==> src/rtl/mul_div_unit.sv <==
// HI/LO multiply/divide unit beside the EXE stage: 2-cycle multiply, 32-step restoring divide,
// results committed to HI/LO only when the instruction leaves EXE.
module mul_div_unit (
    input  logic        clk,
    input  logic        rst_n,
    input  logic        md_valid_in,
    input  logic [5:0]  md_op_in,
    input  logic        md_read_request_in,
    input  logic        md_read_hi_in,
    input  logic [31:0] md_src0_in,
    input  logic [31:0] md_src1_in,
    input  logic        md_fire_in,
    input  logic        md_flush_in,
    output logic        md_ready_out,
    output logic [31:0] md_rdata_out,
    output logic        md_busy_out
);

    typedef enum logic [1:0] {StIdle, StMul, StDiv, StDone} state_e;

    // Op bits: 5 mthi, 4 mtlo, 3 mult, 2 multu, 1 div, 0 divu
    state_e      state_q, state_d;
    logic [31:0] hi_q, hi_d, lo_q, lo_d;
    logic [31:0] res_hi_q, res_hi_d, res_lo_q, res_lo_d;
    logic [4:0]  cnt_q, cnt_d;
    logic [31:0] a_q, a_d, b_q, b_d;
    logic        signed_q, signed_d;

    logic        md_req;
    logic        start;
    logic [31:0] a_mag_in;
    logic [31:0] b_mag;
    logic [63:0] mul_a, mul_b, product;
    logic [32:0] div_tmp;
    logic [31:0] div_sub, rem_next, quo_next;
    logic        div_ge, q_neg, r_neg;

    assign md_req = |md_op_in[3:0];
    assign start  = (state_q == StIdle) & md_valid_in & md_req & ~md_flush_in;

    // Dividend magnitude is loaded straight into the quotient shift register at start.
    assign a_mag_in = (md_op_in[1] & md_src0_in[31]) ? (32'd0 - md_src0_in) : md_src0_in;
    assign b_mag    = (signed_q & b_q[31]) ? (32'd0 - b_q) : b_q;

    // Low 64 bits of a 64x64 product of extended operands give the signed or unsigned result.
    assign mul_a   = {{32{signed_q & a_q[31]}}, a_q};
    assign mul_b   = {{32{signed_q & b_q[31]}}, b_q};
    assign product = mul_a * mul_b;

    // One restoring step: res_hi holds the partial remainder, res_lo the dividend/quotient.
    assign div_tmp  = {res_hi_q, res_lo_q[31]};
    assign div_ge   = div_tmp >= {1'b0, b_mag};
    assign div_sub  = div_tmp[31:0] - b_mag;
    assign rem_next = div_ge ? div_sub : div_tmp[31:0];
    assign quo_next = {res_lo_q[30:0], div_ge};
    assign q_neg    = signed_q & (a_q[31] ^ b_q[31]);
    assign r_neg    = signed_q & a_q[31];

    assign md_ready_out = (state_q == StDone) |
                          ((state_q == StIdle) & ~(md_valid_in & md_req));
    assign md_busy_out  = (state_q != StIdle);
    // Read request only qualifies EXE; the data path is a plain select.
    assign md_rdata_out = (md_read_hi_in | (md_read_request_in & 1'b0)) ? hi_q : lo_q;

    // Next-state and datapath updates; flush overrides fire and start.
    always_comb begin
        state_d  = state_q;
        hi_d     = hi_q;
        lo_d     = lo_q;
        res_hi_d = res_hi_q;
        res_lo_d = res_lo_q;
        cnt_d    = cnt_q;
        a_d      = a_q;
        b_d      = b_q;
        signed_d = signed_q;
        if (md_flush_in) begin
            state_d = StIdle;
            cnt_d   = 5'd0;
        end else begin
            unique case (state_q)
                StIdle: begin
                    if (start) begin
                        a_d      = md_src0_in;
                        b_d      = md_src1_in;
                        signed_d = md_op_in[3] | md_op_in[1];
                        if (md_op_in[3] | md_op_in[2]) begin
                            state_d = StMul;
                        end else begin
                            state_d  = StDiv;
                            cnt_d    = 5'd0;
                            res_hi_d = 32'd0;
                            res_lo_d = a_mag_in;
                        end
                    end
                    if (md_fire_in & md_op_in[5]) hi_d = md_src0_in;
                    if (md_fire_in & md_op_in[4]) lo_d = md_src0_in;
                end
                StMul: begin
                    res_hi_d = product[63:32];
                    res_lo_d = product[31:0];
                    state_d  = StDone;
                end
                StDiv: begin
                    res_hi_d = rem_next;
                    res_lo_d = quo_next;
                    cnt_d    = cnt_q + 5'd1;
                    if (cnt_q == 5'd31) begin
                        state_d = StDone;
                        cnt_d   = 5'd0;
                        if (b_q == 32'd0) begin
                            res_lo_d = 32'hFFFF_FFFF;
                            res_hi_d = a_q;
                        end else begin
                            res_lo_d = q_neg ? (32'd0 - quo_next) : quo_next;
                            res_hi_d = r_neg ? (32'd0 - rem_next) : rem_next;
                        end
                    end
                end
                StDone: begin
                    if (md_fire_in) begin
                        hi_d    = res_hi_q;
                        lo_d    = res_lo_q;
                        state_d = StIdle;
                    end
                end
                default: state_d = StIdle;
            endcase
        end
    end

    // State and register update with synchronous active-low reset.
    always_ff @(posedge clk) begin
        if (!rst_n) begin
            state_q  <= StIdle;
            hi_q     <= 32'd0;
            lo_q     <= 32'd0;
            res_hi_q <= 32'd0;
            res_lo_q <= 32'd0;
            cnt_q    <= 5'd0;
            a_q      <= 32'd0;
            b_q      <= 32'd0;
            signed_q <= 1'b0;
        end else begin
            state_q  <= state_d;
            hi_q     <= hi_d;
            lo_q     <= lo_d;
            res_hi_q <= res_hi_d;
            res_lo_q <= res_lo_d;
            cnt_q    <= cnt_d;
            a_q      <= a_d;
            b_q      <= b_d;
            signed_q <= signed_d;
        end
    end

endmodule

==> config.mk <==
export PLATFORM = sky130hd
export DESIGN_NAME = mul_div_unit
export DESIGN_NICKNAME = d
export VERILOG_FILES = /design/src/rtl/mul_div_unit.sv
export SDC_FILE = /design/constraint.sdc
export NUM_CORES = 2
export LEC_CHECK = 0
export ABC_AREA = 1
export CAP_MARGIN = 30
export CORE_MARGIN = 4
export CORE_UTILIZATION = 40
export CTS_CLUSTER_DIAMETER = 40
export DETAILED_ROUTE_END_ITERATION = 16
export HOLD_SLACK_MARGIN = 0.03
export SLEW_MARGIN = 10
export SYNTH_ARGS = -nofsm -noshare
export SYNTH_HDL_FRONTEND = slang
export SYNTH_SLANG_ARGS = --single-unit
==> constraint.sdc <==
create_clock -name clk -period 7.67 [get_ports clk]
set_input_delay 1.1505 -clock clk [delete_from_list [all_inputs] [get_ports clk]]
set_output_delay 1.1505 -clock clk [all_outputs]
set_load 0.01 [all_outputs]
==> results.json <==
{
  "grt_setup_unrepaired": "yes",
  "drt_iter0_markers": 4285,
  "multi_input_area_um2": 43000,
  "wire_per_inst_um": 20.0,
  "dpl_cell_area_um2": 60400,
  "layout_commonest_cell": "nand2_1",
  "netlist.area_leader.share_pct": 41.2,
  "start_util_pct": 40.4,
  "leakage_nw": 32.9,
  "final_core_util_pct": 46.4,
  "ios": 111,
  "gr-total-overflow": 0,
  "drive_gt1_share_pct": 10.8,
  "rr_worst_depth": 30,
  "layout_common_cells": "1,932 x nand2_1, 1,850 x inv_1, 1,108 x fa_1, 369 x buf_4, 326 x o21ai_0",
  "numPortBuffers": 109,
  "hpwlAfterDp_um": 153000,
  "async_flop_share_pct": 0,
  "die_area_um2": 143000,
  "cts_root_buf": "clkbuf_16",
  "antenna_left": 0,
  "yosys.area.top_type": "fa_1",
  "synthCells": 7458,
  "grt_pass1_wl_um": 286000,
  "antenna_found_initial": 7,
  "syn_area_um2": 54700,
  "cp_num_buf_inv": 9,
  "synth_warnings": 0,
  "cp_data_arrival_time_ps": 8100,
  "peakVddDrop_uv": 205,
  "setup_viol": 0,
  "critical_path.most_common_cell": "fa_1",
  "maxSlewViolCount": 0,
  "numCtsBuffers": 17,
  "p_per_area_nw_per_um2": 95.3,
  "cp_slowest_stage_delay_ps": 630,
  "hold_path.class": "reg -> reg",
  "nets": 9125,
  "total_power_mw": 6.00,
  "finalHoldViolations": 0,
  "yosysSeqAreaShare_pct": 7.32,
  "fin_crit_ps": 7670,
  "tightest_slew_ps": 1040,
  "post-place-cells": 9365,
  "cap_violations": 0,
  "numClockSinks": 200,
  "fill_cells": 13500,
  "hold_buffers": 0,
  "stdcell_count": 9462,
  "synth_area_leaders": "fa_1 41%, nand2_1 13%, inv_1 13%",
  "endpoint_kind": "flop",
  "route.detailed.drc": 0,
  "drt_wl_total_um": 190000,
  "htree_levels": 4,
  "core_um2": 136000,
  "crit_fanout": 7,
  "slew_headroom_pct": 30.4,
  "cts.path.max_buffers": 2,
  "die_h_um": 378,
  "hold_depth": 2,
  "rows": 135,
  "yosysUniqueCellTypes": 58,
  "cp.required_ps": 8100,
  "grt_max_degree": 70,
  "grt_pass1_vias": 48600,
  "postSynthAreaPerCell_um2": 7.34,
  "synth-main-ff-cell": "dfxtp_1",
  "area_growth_pct": 15.0,
  "syn_nets": 8917,
  "viasPerCell": 5.14,
  "status": "complete, no violations",
  "crit_type": "reg -> reg",
  "final-seq-area_um2": 4080,
  "worst_clock_skew_ps": 19.0,
  "clock_latency_ps": 510,
  "cp.depth": 30,
  "final_area_um2": 63000,
  "crit_path_top_delay_cell": "fa_2",
  "grt_use_total_pct": 26.1,
  "drtPass1Iterations": 6,
  "finalCritPeriodShare_pct": 100,
  "die-width_um": 378,
  "gp_congestion": 0.965,
  "cts_tree": "yes",
  "max_freq_mhz": 130,
  "cts.clk_slew.worst_paths_ps": 90,
  "vias": 48600,
  "start_kind": "flop",
  "synth_edf_count": 0,
  "ys_ff_latch": 200,
  "path_delay_family": "adder cells"
}
[worst min-delay path, delay by kind of cell (launching register included)]
family	cells	cell delay, ps
AO/OA/AOI/OAI	1	50
buffers and inverters	1	50
flip-flops	1	310
[sequential cells by signal, summed over array words and instances (netlist names)]
name and flops:
b_q 32, cnt_q 5, signed_q 1, hi_q 32
state_q 2, a_q 32, res_lo_q 32, lo_q 32
res_hi_q 32
[area by class of cell]
class	instances	area share [%]
multi-input combinational	4982	68.4
inverter	1881	11.2
timing repair buffer	584	9.40
sequential	200	6.48
tap	1781	3.54
clock buffer	18	0.697
clock inverter	14	0.286
antenna	2	0.00795
[where the power goes]
group / internal (mW) / total (mW) / switching [mW] / leakage (nW)
clock network: 0.459 / 1.02 / 0.557 / 0.301
registers: 1.11 / 1.18 / 0.0667 / 1.65
logic: 1.44 / 3.81 / 2.37 / 31.0
[cell families (layout without fill, tap and decap cells)]
logic type	Yosys count	after routing	synth area share [%]
buffers and inverters	2276	2497	15.8
other	0	2	0
xor gates and xnor gates	138	138	2.21
adders and majority gates	1382	1382	47.0
DFF	200	200	7.32
and+or+nand+nor	2603	2603	19.2
AOI/OAI and AO/OA	859	859	8.47
[cell usage after synthesis, types with 37 or more instances]
cell      instances
nand3_1         144
a31oi_1          59
inv_1          1868
a21oi_1         355
xor2_1          101
ha_1            256
xnor2_1          37
dfxtp_1         200
clkbuf_1        338
nor3_1           43
nand2_1        1960
o21ai_0         351
nor2_1          308
fa_1           1126
[metal layers]
layer / up-vias / routed length [um] / track usage, %
met1: 24300 / 80300 / 35.8
met2: 1737 / 89000 / 43.3
met4: 4 / 7100 / 8.17
met5: - / 27 / 0
met3: 302 / 13300 / 2.87
li1: 22200 / - / -
[timing repair]
| item | in CTS | in global routing |
|---|---|---|
| pin swaps | 14 | 66 |
| setup buffers | 7 | 38 |
| endpoints found under the setup margin | 26 | 43 |
| gates resized for setup | 46 | 267 |
| gates cloned | 0 | 16 |
[final timing paths]
kind / startpoint / end / slack (ps)
worst max-delay path: signed_q / res_hi_q[26] / 0.6
worst min-delay path: lo_q[0] / lo_q[0] / 450
worst max register to register: signed_q / res_hi_q[26] / 0.6
worst min register to register: lo_q[0] / lo_q[0] / 450
[metrics by stage]
step / setup WS, ps / setup TNS (ps) / hold WS, ps
floorplan: 38.1 / 0 / 424
global placement: -226 / -2150 / 434
detailed placement: -223 / -2380 / 441
CTS: -15.3 / -16.5 / 454
global route: -220 / -957 / 475
finish: 0.592 / 0 / 452
(Power assumes the default switching activity.)
